**src/rtl/change_dispense_ctrl_if.sv**
```systemverilog
// Handshake bundle between the vend FSM / hopper drivers (master) and
// change_dispense_ctrl (slave): refund request, coin requests, completion, inventory.
interface change_dispense_ctrl_if #(
    parameter int AMT_W = 4,
    parameter int INV_W = 6
);
    logic             req_valid;
    logic [AMT_W-1:0] req_amt;
    logic             req_ready;
    logic             change10;
    logic             change5;
    logic             coin_ack;
    logic             busy;
    logic             done;
    logic             short;
    logic [AMT_W-1:0] remain;
    logic             reload;
    logic [INV_W-1:0] reload5;
    logic [INV_W-1:0] reload10;
    logic [INV_W-1:0] inv5;
    logic [INV_W-1:0] inv10;

    modport master (
        output req_valid, req_amt, coin_ack, reload, reload5, reload10,
        input  req_ready, change10, change5, busy, done, short, remain, inv5, inv10
    );

    modport slave (
        input  req_valid, req_amt, coin_ack, reload, reload5, reload10,
        output req_ready, change10, change5, busy, done, short, remain, inv5, inv10
    );
endinterface

```
**src/rtl/change_dispense_ctrl.sv**
```systemverilog
// Greedy change dispenser: 10s first, 5s as fallback on empty stock or hopper stall.
// Define CHANGE_INV_EN to enable hopper inventory tracking and reload.
module change_dispense_ctrl #(
    parameter int AMT_W      = 4,
    parameter int INV_W      = 6,
    parameter int INV5_INIT  = 20,
    parameter int INV10_INIT = 20,
    parameter int TO_CYC     = 16
) (
    input  logic                  clk,
    input  logic                  rst,
    change_dispense_ctrl_if.slave bus
);
    localparam int TO_W = $clog2(TO_CYC + 1);
    localparam logic [TO_W-1:0] TO_LAST = TO_W'(TO_CYC - 1);

    localparam logic [2:0] IDLE   = 3'd0;
    localparam logic [2:0] PICK   = 3'd1;
    localparam logic [2:0] WAIT10 = 3'd2;
    localparam logic [2:0] WAIT5  = 3'd3;
    localparam logic [2:0] DONE   = 3'd4;

    logic [2:0]       state;
    logic [AMT_W-1:0] rem;
    logic             blk10;
    logic             blk5;
    logic [TO_W-1:0]  to_cnt;
    logic             have10;
    logic             have5;

`ifdef CHANGE_INV_EN
    logic [INV_W-1:0] inv5_q;
    logic [INV_W-1:0] inv10_q;

    // Reload only while idle; a coin is only debited on the ack of its own WAIT state.
    always_ff @(posedge clk) begin
        if (rst) begin
            inv5_q  <= INV_W'(INV5_INIT);
            inv10_q <= INV_W'(INV10_INIT);
        end else if (state == IDLE && bus.reload) begin
            inv5_q  <= bus.reload5;
            inv10_q <= bus.reload10;
        end else if (state == WAIT10 && bus.coin_ack) begin
            inv10_q <= inv10_q - INV_W'(1);
        end else if (state == WAIT5 && bus.coin_ack) begin
            inv5_q  <= inv5_q - INV_W'(1);
        end
    end

    assign have10    = (inv10_q != '0);
    assign have5     = (inv5_q != '0);
    assign bus.inv5  = inv5_q;
    assign bus.inv10 = inv10_q;
`else
    logic unused_reload;

    assign unused_reload = ^{bus.reload, bus.reload5, bus.reload10};
    assign have10        = 1'b1;
    assign have5         = 1'b1;
    assign bus.inv5      = '0;
    assign bus.inv10     = '0;
`endif

    // NOTE: every register below is written with <= so all of them update from
    // the same pre-edge values; mixing in = here would create order-dependent races.
    always_ff @(posedge clk) begin
        if (rst) begin
            state  <= IDLE;
            rem    <= '0;
            blk10  <= 1'b0;
            blk5   <= 1'b0;
            to_cnt <= '0;
        end else begin
            case (state)
                IDLE: begin
                    if (bus.req_valid) begin
                        rem   <= bus.req_amt;
                        blk10 <= 1'b0;
                        blk5  <= 1'b0;
                        state <= (bus.req_amt == '0) ? DONE : PICK;
                    end
                end
                PICK: begin
                    to_cnt <= '0;
                    if (rem >= AMT_W'(2) && have10 && !blk10)
                        state <= WAIT10;
                    else if (rem >= AMT_W'(1) && have5 && !blk5)
                        state <= WAIT5;
                    else
                        state <= DONE;
                end
                WAIT10: begin
                    // Ack is tested first so an ack in the last allowed cycle still counts.
                    if (bus.coin_ack) begin
                        rem   <= rem - AMT_W'(2);
                        state <= PICK;
                    end else if (to_cnt == TO_LAST) begin
                        blk10 <= 1'b1;
                        state <= PICK;
                    end else begin
                        to_cnt <= to_cnt + TO_W'(1);
                    end
                end
                WAIT5: begin
                    if (bus.coin_ack) begin
                        rem   <= rem - AMT_W'(1);
                        state <= PICK;
                    end else if (to_cnt == TO_LAST) begin
                        blk5  <= 1'b1;
                        state <= PICK;
                    end else begin
                        to_cnt <= to_cnt + TO_W'(1);
                    end
                end
                DONE: state <= IDLE;
                // NOTE: the default arm recovers from unused encodings instead of
                // leaving the state register stuck.
                default: state <= IDLE;
            endcase
        end
    end

    assign bus.req_ready = (state == IDLE);
    assign bus.busy      = (state != IDLE);
    assign bus.change10  = (state == WAIT10);
    assign bus.change5   = (state == WAIT5);
    assign bus.done      = (state == DONE);
    assign bus.short     = (state == DONE) && (rem != '0);
    assign bus.remain    = (state == DONE) ? rem : '0;
endmodule

```
**src/flat_wrapper.sv**
```systemverilog
// flat-port wrapper written by rule: the top's interface ports become plain ports
module change_dispense_ctrl_flat 
#(
    parameter int AMT_W      = 4,
    parameter int INV_W      = 6,
    parameter int INV5_INIT  = 20,
    parameter int INV10_INIT = 20,
    parameter int TO_CYC     = 16
)
  (clk, rst, bus_req_valid, bus_req_amt, bus_coin_ack, bus_reload, bus_reload5, bus_reload10, bus_req_ready, bus_change10, bus_change5, bus_busy, bus_done, bus_short, bus_remain, bus_inv5, bus_inv10);
  change_dispense_ctrl_if #(.AMT_W(AMT_W), .INV_W(INV_W)) bus_i ();
  input  logic clk;
  input  logic rst;
  input wire logic [$bits(bus_i.req_valid)-1:0] bus_req_valid;
  input wire logic [$bits(bus_i.req_amt)-1:0] bus_req_amt;
  input wire logic [$bits(bus_i.coin_ack)-1:0] bus_coin_ack;
  input wire logic [$bits(bus_i.reload)-1:0] bus_reload;
  input wire logic [$bits(bus_i.reload5)-1:0] bus_reload5;
  input wire logic [$bits(bus_i.reload10)-1:0] bus_reload10;
  output wire logic [$bits(bus_i.req_ready)-1:0] bus_req_ready;
  output wire logic [$bits(bus_i.change10)-1:0] bus_change10;
  output wire logic [$bits(bus_i.change5)-1:0] bus_change5;
  output wire logic [$bits(bus_i.busy)-1:0] bus_busy;
  output wire logic [$bits(bus_i.done)-1:0] bus_done;
  output wire logic [$bits(bus_i.short)-1:0] bus_short;
  output wire logic [$bits(bus_i.remain)-1:0] bus_remain;
  output wire logic [$bits(bus_i.inv5)-1:0] bus_inv5;
  output wire logic [$bits(bus_i.inv10)-1:0] bus_inv10;
  assign bus_i.req_valid = bus_req_valid;
  assign bus_i.req_amt = bus_req_amt;
  assign bus_i.coin_ack = bus_coin_ack;
  assign bus_i.reload = bus_reload;
  assign bus_i.reload5 = bus_reload5;
  assign bus_i.reload10 = bus_reload10;
  assign bus_req_ready = bus_i.req_ready;
  assign bus_change10 = bus_i.change10;
  assign bus_change5 = bus_i.change5;
  assign bus_busy = bus_i.busy;
  assign bus_done = bus_i.done;
  assign bus_short = bus_i.short;
  assign bus_remain = bus_i.remain;
  assign bus_inv5 = bus_i.inv5;
  assign bus_inv10 = bus_i.inv10;
  change_dispense_ctrl #(.AMT_W(AMT_W), .INV_W(INV_W), .INV5_INIT(INV5_INIT), .INV10_INIT(INV10_INIT), .TO_CYC(TO_CYC)) u_core (.clk(clk), .rst(rst), .bus(bus_i));
endmodule
```
**config.mk**
```make
export PLATFORM = sky130hd
export DESIGN_NAME = change_dispense_ctrl_flat
export DESIGN_NICKNAME = d
export VERILOG_FILES = /design/src/rtl/change_dispense_ctrl_if.sv /design/src/rtl/change_dispense_ctrl.sv /design/src/flat_wrapper.sv
export SDC_FILE = /design/constraint.sdc
export NUM_CORES = 1
export LEC_CHECK = 0
export ABC_AREA = 1
export BUFFER_PORTS_ARGS = -buffer_cell sky130_fd_sc_hd__buf_2
export CORE_UTILIZATION = 25
export CTS_BUF_LIST = sky130_fd_sc_hd__clkbuf_2
export DETAILED_ROUTE_END_ITERATION = 10
export PLACE_DENSITY_LB_ADDON = 0.08
export SLEW_MARGIN = 10
export SYNTH_ARGS = -nofsm -noshare
export SYNTH_HDL_FRONTEND = slang
export SYNTH_SLANG_ARGS = --single-unit
```
**constraint.sdc**
```tcl
create_clock -name clk -period 3.9 [get_ports clk]
set_input_delay 0.39 -clock clk [delete_from_list [all_inputs] [get_ports clk]]
set_output_delay 0.39 -clock clk [all_outputs]
set_load 0.01 [all_outputs]
```
==> results of run 1 <==
## kinds of logic after synthesis
logic type | count (synthesis) | synth area share
AO/OA/AOI/OAI | 28 | 0.144
XOR/XNOR | 1 | 0.00834
adder cells (fa/ha/maj) | 8 | 0.0954
buffers and inverters | 37 | 0.175
flip-flops | 14 | 0.267
other | 1 | 0.00357
AND/OR/NAND/NOR | 73 | 0.306
## path summary, 6_finish.rpt
path | start | to | depth (start not counted)
worst min-delay path | rst | u_core.state[0]$_SDFFE_PP0P_ | 2
worst max-delay path | u_core.state[1]$_SDFFE_PP0P_ | bus_change10 | 5
worst min register to register | u_core.to_cnt[3]$_SDFFE_PP0P_ | u_core.to_cnt[3]$_SDFFE_PP0P_ | 2
worst max register to register | u_core.to_cnt[0]$_SDFFE_PP0P_ | u_core.to_cnt[3]$_SDFFE_PP0P_ | 9
## cell usage after synthesis, types with 2 or more instances
master	count	area [um^2]
a211oi_1	2	15.0
inv_2	7	26.3
buf_4	12	90.1
nand3_1	7	35.0
o21ai_0	6	30.0
nor3_2	2	20.0
nand2_2	2	12.5
nor2_1	19	71.3
o211ai_1	2	15.0
inv_1	17	63.8
nand2_1	38	143
o21ai_1	4	20.0
ha_1	8	100
dfxtp_1	14	280
a21oi_1	13	65.1
## final cells by class
| type | instances | share of cell area |
|---|---|---|
| Inverter | 24 | 0.0774 |
| Tap cell | 50 | 0.0538 |
| Sequential cell | 14 | 0.241 |
| Clock buffer | 3 | 0.0129 |
| Clock inverter | 1 | 0.00323 |
| Timing Repair Buffer | 17 | 0.0731 |
| Multi-Input combinational cell | 122 | 0.539 |
## report_power, final
part | internal, W | switching, W
registers | 0.000185 | 0.0000454
clock network | 0.0000223 | 0.0000507
logic | 0.000160 | 0.000303
total | 0.000368 | 0.000399
## state kept, by name, indices dropped and copies added, names as in the netlist
register and cells:
u_core.blk5 1, u_core.to_cnt 5, u_core.state 3, u_core.blk10 1
u_core.rem 4
## stage by stage
stage / instances / hold WS (ns)
after floorplan: 173 / 0.445
after global placement: 227 / 0.458
after detailed placement: 227 / 0.467
after CTS: 231 / 0.355
after global routing: 231 / 0.358
final: 231 / 0.363
## critical path: cells and delay by family, from the launching register on
kind / cells / cell delay, ns
AND/OR/NAND/NOR: 2 / 0.37
flip-flops: 1 / 0.44
buffers and inverters: 3 / 0.38
## per-layer routing
layer	vias up	GRT usage
met3	5	0.0171
met4	0	0.0638
met2	19	0.246
li1	526	-
met1	455	0.147
met5	-	0
==> impl_results.md, run 1 <==
* Clock Sinks at 14
* Maximum clock frequency at 534 MHz
* Postcts setup bufs at 0
* Fraction of registers with async set/reset at 0
* Required time worst endpoint at 3.51 ns
* Top routing layer in use: met4
* WL final at 2.57 mm
* Antenna diode count at 0
* Power Density at 659 mW/mm^2
* Fillers at 476
* Total grt overflow at 0
* Crit path max fanout at 8
* FF/Latch Area at 280 um^2
* Crit path top cell by count: inv_2
* PortBufs at 17
* Synth unique cells at 24
* First-pass GRT wire length at 4.40 mm
* Final hold violation count at 0
* Mapped Area at 0.00105 mm^2
* DR DRC count at 0
* Final setup viols at 0
* Initial DRC count at 15
* Crit path max-delay cell type: dfxtp_1
* DRT Pass-1 Iters at 4
* Setup TNS at 0 ns
* Post-synthesis sequential area ratio at 0.267
* Met3 wire length at 84 um
* Commonest non-fill, non-tap cell in the layout: nand2_1
* Post-synth EDFFs at 0
* Initial antenna violation count at 0
* Main flop type after synthesis: dfxtp_1
* Initial core utilization at 0.261
* I/O pins at 43
* Area Overhead vs Synth at 10.8%
* Startpoint types: flip-flop
* Yosys warns at 0
* Min-delay worst type: in -> reg
* Crit path cell chain: inv_2 > nor2_4 > inv_2 > nor2_2 > buf_2
* H-tree levels at 1
* Max cap viols at 0
* CP arrival at 1.48 ns
* Num CTS Buffers at 3
* Final nets at 211
* All-Layer GR Usage at 0.133
* Fin util at 0.289
* Antenna-violating nets left at 0
* TritonCTS clock tree: done
* DIE WIDTH at 66.8 um
* Worst Skew at 0.0122 ns
* Core area at 0.00403 mm^2
* Slew Limit Fails at 0
* Critical Path Sink Type: output port
* Outcome: completed
* Kind of critical path: reg -> out
* Mapped Cells at 162
* Yosys reg bits at 14
* Largest stage delay on the critical path at 0.44 ns
* Post-DP HPWL at 2.12 mm
* CTS Buffer Depth at 2
* Placed cell area at 0.00114 mm^2
* Share of cells above drive strength 1 at 0.188
* Clock root cell: clkbuf_2
* Hold_buf cts at 0
* # resized after CTS at 0
* RSZ-0062 raised after global routing: false
* DR vias/cell at 4.35
* Die Height at 66.8 um
* Row cnt at 23
* Clock latency on the worst-skew pair at 0.29 ns
* FF-to-FF setup slack at 2.31 ns
* Largest net degree at the start of global routing at 9
* Clock slew at reported path FFs at 0.15 ns
* Post-route cell area at 0.00116 mm^2
* Final WS setup at 2.03 ns
* Via count at 1005
* Peak supply drop at 214 uV
* Syn Area/Cell at 6.48 um^2
* Met2 wire length at 1.28 mm
* RePlAce Congestion at 0.751
* WL per Instance at 11.1 um
* Final Power at 0.000767 W
* Commonest non-fill, non-tap cells in the layout: 38 x nand2_1, 19 x nor2_1, 17 x inv_1, 17 x buf_2, 14 x dfxtp_1
* Met1 wire length at 1.16 mm
* Die ar. at 0.00446 mm^2
* Final period utilization at 0.480
* Area of the multi-input gates at 627 um^2
* Final min period at 1.87 ns
* Dpl ws at 2.29 ns
* Leakage at 0.569 nW
* Vias in the first global route at 1013
Power figures use the tool's default switching activity.
==> run 2: changes to the inputs <==
--- a/config.mk
+++ b/config.mk
@@ -5,7 +5,7 @@
 export SDC_FILE = /design/constraint.sdc
 export NUM_CORES = 1
 export LEC_CHECK = 0
-export ABC_AREA = 1
+export ABC_AREA = 0
 export BUFFER_PORTS_ARGS = -buffer_cell sky130_fd_sc_hd__buf_2
 export CORE_UTILIZATION = 25
 export CTS_BUF_LIST = sky130_fd_sc_hd__clkbuf_2
==> constraint.sdc (replaced) <==
create_clock -name clk -period 1.8 [get_ports clk]
set_input_delay 0.18 -clock clk [delete_from_list [all_inputs] [get_ports clk]]
set_output_delay 0.18 -clock clk [all_outputs]
set_load 0.01 [all_outputs]
==> run 2 against run 1 <==
Compared with the run above: synthesized area rose by 3.3%; critical endpoint is now u_core.to_cnt[1]$_SDFFE_PP0P_; sequential cell count unchanged; sequential power rose by 84%; largest power group unchanged; critical path depth grew 3; combinational power grew 76%; highest routed layer unchanged; largest cell class unchanged; the flow now finishes with violations (negative setup slack).
==> impl_results.md, run 2 <==
* Setup TNS at -0.0840 ns (-0.0840 ns)
* Post-synth EDFFs at 0 (unchanged)
* Worst R2R Path Depth at 8 (-1)
* Clock root cell: clkbuf_2
* Top flop regs: u_core.to_cnt: 5 flops, u_core.rem: 4 flops, u_core.state: 3 flops
* WL per Instance at 12.7 um (+14%)
* Slew at the pin closest to its max-slew limit at 0.530 ns
* Syn Area/Cell at 8.10 um^2 (+25%)
* CP arrival at 2.09 ns (+0.61 ns)
* FF-to-FF setup slack at -0.05 ns (-2.36 ns)
* Final nets at 199 (-5.7%)
* I/O pins at 43 (unchanged)
* Post-DP HPWL at 2.08 mm (-1.8%)
* Synth top area cells: dfxtp_1 26%, ha_1 9.2%, buf_4 8.3%, nor2_1 5.2%, nand2b_1 2.9%
* Reg with most FFs: u_core.to_cnt
* Share of cells above drive strength 1 at 0.420 (+0.232)
* Most frequent cell after synthesis: nor2_1
* Die ar. at 0.00461 mm^2 (+3.2%)
* Final Power at 0.00141 W (+84%)
* DR vias/cell at 4.52 (+3.9%)
* Placed cell area at 0.00129 mm^2 (+12%)
* Reg2Reg Launch Point: u_core.to_cnt[0]$_SDFFE_PP0P_
* Crit path max fanout at 5 (-3)
* Clock Sinks at 14 (unchanged)
* Clock slew at reported path FFs at 0.16 ns (about the same)
* Required time worst endpoint at 2.04 ns (-1.47 ns)
* Post-route cell area at 0.00145 mm^2 (+24%)
* Top cells by count, synth: 15 x nor2_1, 14 x dfxtp_1, 12 x buf_4, 8 x ha_1, 8 x inv_1
* Failing checks: negative setup slack
* Simple-gate share of the synthesized area at 0.262 (-0.0445)
* Num CTS Buffers at 3 (unchanged)
* Total grt overflow at 0 (unchanged)
* Largest stage delay on the critical path at 0.40 ns (-0.04 ns)
* DR DRC count at 0 (unchanged)
* Hold_buf cts at 0 (unchanged)
* Synth Area in Adders at 0.0923 (-0.00308)
* Startpoint types: flip-flop
* FF-to-FF End: u_core.to_cnt[1]$_SDFFE_PP0P_
* Commonest non-fill, non-tap cell in the layout: buf_4
* Antenna-violating nets left at 0 (unchanged)
* Final min period at 1.85 ns
* Power Density at 974 mW/mm^2 (+48%)
* Crit path to: u_core.to_cnt[1]$_SDFFE_PP0P_
* Hold slack at 0.187 ns (-0.176 ns)
* Outcome: finished, violations left
* Yosys reg bits at 14 (unchanged)
* Mapped Area at 0.00108 mm^2 (+3.3%)
* DIE WIDTH at 67.9 um (+1.6%)
* Crit path top cell by count: ha_4
* Crit path max-delay cell type: or3b_4
* Initial core utilization at 0.265 (+0.00490)
* Kind of critical path: reg -> reg
* Synth top area share at 0.258 (-0.00862)
* Antenna diode count at 0 (unchanged)
* RSZ-0062 raised after global routing: true
* Initial DRC count at 42 (+27)
* Final setup viols at 3 (+3)
* Maximum clock frequency at 541 MHz
* Synth unique cells at 48 (+100%)
* Crit path cell chain: ha_4 > and3_4 > ha_4 > or3b_4 > a21oi_4 > buf_4 > nand3_2 > a21oi_2
* Commonest non-fill, non-tap cells in the layout: 21 x buf_4, 17 x buf_2, 13 x nor2_1, 12 x conb_1, 8 x dfxtp_1
* Largest register FFs at 5 (unchanged)
* Final period utilization at 1.03
* PortBufs at 17 (unchanged)
* All-Layer GR Usage at 0.140 (+0.00685)
* TritonCTS clock tree: done
* Critical Path Sink Type: flip-flop
* Mapped Cells at 134 (-17%)
* Peak supply drop at 315 uV (+47%)
* Post-synthesis sequential area ratio at 0.258 (-0.00862)
* Die Height at 67.9 um (+1.6%)
* Fillers at 439 (-7.8%)
* Final WS setup at -0.0500 ns (-2.08 ns)
* Worst setup path startpoint: u_core.to_cnt[0]$_SDFFE_PP0P_
* Vias in the first global route at 1010 (-0.30%)
* Slew Limit Fails at 0 (unchanged)
* Largest net degree at the start of global routing at 16 (+7)
* Main flop type after synthesis: dfxtp_1
* WL final at 2.77 mm (+7.9%)
* Core area at 0.00409 mm^2 (+1.4%)
* Final hold violation count at 0 (unchanged)
* Fraction of registers with async set/reset at 0 (unchanged)
* Area Overhead vs Synth at 33.4%
* H-tree levels at 1 (unchanged)
* DRT Pass-1 Iters at 4 (unchanged)
* Leakage at 0.629 nW (+11%)
* Synth Area in XOR/XNOR at 0.0242 (+0.0159)
* Max cap viols at 0 (unchanged)
* Worst relative slew slack at 0.644
* Yosys warns at 0 (unchanged)
* Synth Area in Compound Gates at 0.202 (+0.0576)
* Row cnt at 23 (unchanged)
* Fin util at 0.354 (+0.0654)
* First-pass GRT wire length at 4.75 mm (+8.0%)
* Initial antenna violation count at 0 (unchanged)
* RePlAce Congestion at 0.755 (+0.55%)
* Worst Skew at 0.00708 ns (-0.00513 ns)
* Clock latency on the worst-skew pair at 0.29 ns (about the same)
* Biggest area consumer among synthesized cells: dfxtp_1
* Min-delay worst type: in -> reg
* Mux share of post-synthesis cell area at 0.0185 (+0.0185)
* Largest family of logic cells by synthesized area: simple AND/OR/NAND/NOR gates
* CTS Buffer Depth at 2 (unchanged)
* Via count at 990 (-1.5%)
-- run 2: worst max-delay path: cells and delay by family, from the launching register on --
family / cells / cell delay, ns
AND/OR/NAND/NOR: 3 / 0.64
flip-flops: 1 / 0.37
adder cells (fa/ha/maj): 2 / 0.30
buffers and inverters: 1 / 0.15
AO/OA/AOI/OAI: 2 / 0.34
-- run 2: cells by family after synthesis --
| family | after synthesis |
|---|---|
| compound gates | 30 |
| xor+xnor | 3 |
| fa+ha+maj | 8 |
| buf+inv | 26 |
| flops | 14 |
| mux | 2 |
| other cells | 1 |
| simple gates | 50 |
-- run 2: stage by stage --
stage,cells,worst slack [ns]
final,219,-0.0500
after global routing,219,-0.117
after CTS,217,-0.0661
after detailed placement,209,-0.0661
after global placement,209,-0.0727
after floorplan,145,0.00505
-- run 2: per-layer routing --
metal | share of wire | vias to the layer above | GRT usage
li1 | - | 516 | -
met3 | 0.032 | 2 | 0.0250
met2 | 0.45 | 21 | 0.217
met1 | 0.51 | 451 | 0.194
met4 | 0.0061 | 0 | 0.0469
met5 | 0 | - | 0
-- run 2: area by class of cell --
type / instances / area (um^2) / area share
multi-input combinational: 105 / 806 / 0.557
sequential: 14 / 288 / 0.199
timing repair buffer: 38 / 243 / 0.168
tap: 50 / 62.6 / 0.0432
inverter: 8 / 30.0 / 0.0207
clock buffer: 3 / 15.0 / 0.0104
clock inverter: 1 / 3.75 / 0.00259
-- run 2: power breakdown --
part / total (W) / internal (W) / switching [W]
registers: 0.000424 / 0.000353 / 0.0000717
logic: 0.000816 / 0.000431 / 0.000385
clock network: 0.000171 / 0.0000483 / 0.000122
total: 0.00141 / 0.000832 / 0.000579
-- run 2: repair_timing --
action                                  4_1_cts  5_1_grt
gates cloned                                  0        0
pin swaps                                    10        9
gates resized for setup                       7       17
endpoints found under the setup margin        8       10
buffers inserted                              4        2
-- run 2: worst min-delay path by stage --
stage | cells after the start | start | endpoint
4_1_cts | 3 | bus_req_valid | u_core.state[2]$_SDFFE_PP0P_
3_3_place_gp | 2 | u_core.to_cnt[4]$_SDFFE_PP0P_ | u_core.to_cnt[4]$_SDFFE_PP0P_
6_report | 3 | bus_req_valid | u_core.state[2]$_SDFFE_PP0P_
2_1_floorplan | 1 | rst | u_core.state[2]$_SDFFE_PP0P_
5_1_grt | 3 | bus_req_valid | u_core.state[2]$_SDFFE_PP0P_
3_5_place_dp | 2 | u_core.to_cnt[4]$_SDFFE_PP0P_ | u_core.to_cnt[4]$_SDFFE_PP0P_
==> run 3: changes to the inputs <==
==> constraint.sdc (replaced) <==
create_clock -name clk -period 1.9 [get_ports clk]
set_input_delay 0.19 -clock clk [delete_from_list [all_inputs] [get_ports clk]]
set_output_delay 0.19 -clock clk [all_outputs]
set_load 0.01 [all_outputs]
==> run 3 against run 2 <==
Compared with the run above: the run now ends clean; critical path depth down 1; global-route usage down 1.6 points; first-iteration DRC count up 45%; clock-buffer cell count unchanged; fmax down 1.6%; sequential share of layout area up 1.6 points; largest cell class unchanged; largest power group unchanged.
==> impl_results.md, run 3 (synthesis gave the netlist of run 2 again) <==
* Final WS setup at 0.0191 ns (+0.0690 ns)
* CP arrival at 2.08 ns (about the same)
* WL final at 2.67 mm (-3.8%)
* Setup TNS at 0 ns (+0.0840 ns)
* Final min period at 1.88 ns (+0.0310 ns)
* H-tree levels at 1 (unchanged)
* Largest net degree at the start of global routing at 16 (unchanged)
* Placed insts at 206 (-1.4%)
* Reg with most FFs: u_core.to_cnt
* FF/Latch Area at 284 um^2 (-1.3%)
* DRT Pass-1 Iters at 4 (unchanged)
* Worst Skew at 0.00698 ns (-0.000103 ns)
* DR DRC count at 0 (unchanged)
* Reg2Reg Launch Point: u_core.to_cnt[0]$_SDFFE_PP0P_
* Num CTS Buffers at 3 (unchanged)
* Leakage at 0.574 nW (-8.8%)
* Slew Limit Fails at 0 (unchanged)
* Clock root cell: clkbuf_2
* Fin util at 0.324 (-0.0303)
* Startpoint types: flip-flop
* Slew at the pin closest to its max-slew limit at 0.531 ns (+0.000784 ns)
* Commonest non-fill, non-tap cells in the layout: 17 x buf_2, 15 x nor2_1, 12 x conb_1, 12 x buf_4, 11 x dfxtp_1
* Maximum clock frequency at 532 MHz (-1.6%)
* CTS Buffer Depth at 2 (unchanged)
* Area of the multi-input gates at 753 um^2 (-6.5%)
* Final setup viols at 0 (-3)
* Fillers at 448 (+2.1%)
* FF-to-FF End: u_core.to_cnt[0]$_SDFFE_PP0P_
* Clock latency on the worst-skew pair at 0.30 ns (about the same)
* Finished Layout Cells at 210 (-4.1%)
* Clock slew at reported path FFs at 0.17 ns (about the same)
* Min-delay worst type: in -> reg
* Top flop regs: u_core.to_cnt: 5 flops, u_core.rem: 4 flops, u_core.state: 3 flops
* PortBufs at 17 (unchanged)
* Antenna diode count at 0 (unchanged)
* Crit path to: u_core.to_cnt[0]$_SDFFE_PP0P_
* All-Layer GR Usage at 0.124 (-0.0156)
* Post-DP HPWL at 2.02 mm (-2.8%)
* WL per Instance at 12.7 um (+0.30%)
* Kind of critical path: reg -> reg
* Final period utilization at 0.990 (-0.0378)
* Initial antenna violation count at 0 (unchanged)
* First-pass GRT wire length at 4.13 mm (-13%)
* Vias in the first global route at 892 (-12%)
* Antenna-violating nets left at 0 (unchanged)
* Critical Path Sink Type: flip-flop
* Largest register FFs at 5 (unchanged)
* Area Overhead vs Synth at 22.0%
* Required time worst endpoint at 2.10 ns (+0.06 ns)
* Initial DRC count at 61 (+45%)
* Via count at 973 (-1.7%)
* Postcts setup bufs at 0 (-4)
* Max cap viols at 0 (unchanged)
* Final nets at 190 (-4.5%)
* Final hold violation count at 0 (unchanged)
* Row cnt at 23 (unchanged)
* Worst R2R Path Depth at 7 (-1)
* RSZ-0062 raised after global routing: true
* DIE WIDTH at 67.9 um (unchanged)
* Peak supply drop at 259 uV (-18%)
* I/O pins at 43 (unchanged)
* Total grt overflow at 0 (unchanged)
* Die ar. at 0.00461 mm^2 (unchanged)
* DR vias/cell at 4.63 (+2.5%)
* RePlAce Congestion at 0.747 (-1.1%)
* Worst setup path startpoint: u_core.to_cnt[0]$_SDFFE_PP0P_
* Dpl ws at -0.116 ns (-0.0504 ns)
* Power Density at 891 mW/mm^2 (-8.6%)
* Commonest non-fill, non-tap cell in the layout: buf_2
* FF-to-FF setup slack at 0.02 ns (+0.07 ns)
* TritonCTS clock tree: done
* Crit path max fanout at 5 (unchanged)
* Share of cells above drive strength 1 at 0.294 (-0.126)
* Outcome: completed
* Core area at 0.00409 mm^2 (unchanged)
* Clock Sinks at 14 (unchanged)
* Initial core utilization at 0.265 (unchanged)
* Die Height at 67.9 um (unchanged)
* Worst relative slew slack at 0.643 (about the same)
run 3: cell types whose count changed in the layout (fill, tap and decap cells not counted), moves of 2 or more:
cell	change
buf_4	-9
nor2_2	-2
dfxtp_1	+3
dfxtp_2	-3
nor2_1	+2
inv_2	-2
inv_1	+2
run 3: cell type report:
class                      count  area share
clock buffer                   3      0.0113
clock inverter                 1     0.00284
inverter                       8      0.0227
multi-input combinational    105       0.569
sequential                    14       0.215
tap                           50      0.0473
timing repair buffer          29       0.132
run 3: worst max-delay path, cell delays in order (launching register included):
cell and delay, ns:
dfxtp_2 0.37, ha_4 0.15, and3_4 0.18, ha_4 0.15, or3b_4 0.43, a21oi_4 0.23, mux2i_1 0.22, nor2_1 0.05
run 3: through the flow:
stage	power (W)	cell area, um^2	hold WS [ns]
finish	0.00118	1320	0.194
global route	0.00128	1320	0.198
CTS	0.00117	1290	0.178
detailed placement	0.000983	1240	0.488
global placement	0.000989	1240	0.480
floorplan	0.000802	1130	0.259
run 3: routing by layer:
metal	GRT usage	routed length (um)	share of wire	vias to the layer above
li1	-	-	-	496
met1	0.166	1370	0.52	457
met2	0.196	1190	0.44	18
met3	0.0250	84	0.032	2
met4	0.0469	21	0.0079	0
met5	0	0	0	-
run 3: worst min path at each step:
stage                                             start                       endpoint  slack, ns  depth (start not counted)
after floorplan                                     rst   u_core.state[2]$_SDFFE_PP0P_       0.26                          1
after global placement    u_core.to_cnt[4]$_SDFFE_PP0P_  u_core.to_cnt[4]$_SDFFE_PP0P_       0.48                          2
after detailed placement  u_core.to_cnt[4]$_SDFFE_PP0P_  u_core.to_cnt[4]$_SDFFE_PP0P_       0.49                          2
after CTS                                 bus_req_valid   u_core.state[2]$_SDFFE_PP0P_       0.18                          3
after global routing                      bus_req_valid   u_core.state[2]$_SDFFE_PP0P_       0.20                          3
final                                     bus_req_valid   u_core.state[2]$_SDFFE_PP0P_       0.19                          3
run 3: where the power goes:
group          switching, W  leakage [nW]  internal, W  total [W]
Sequential        0.0000550         0.115     0.000331   0.000386
Clock              0.000116        0.0140    0.0000458   0.000162
Combinational      0.000331         0.444     0.000301   0.000632
Total              0.000502         0.573     0.000677    0.00118
run 3: timing repair:
action	CTS	global route
pin swaps	2	4
endpoints found under the hold margin	0	0
resized for setup	7	6
hold buffers	0	0
setup endpoints to repair	6	6
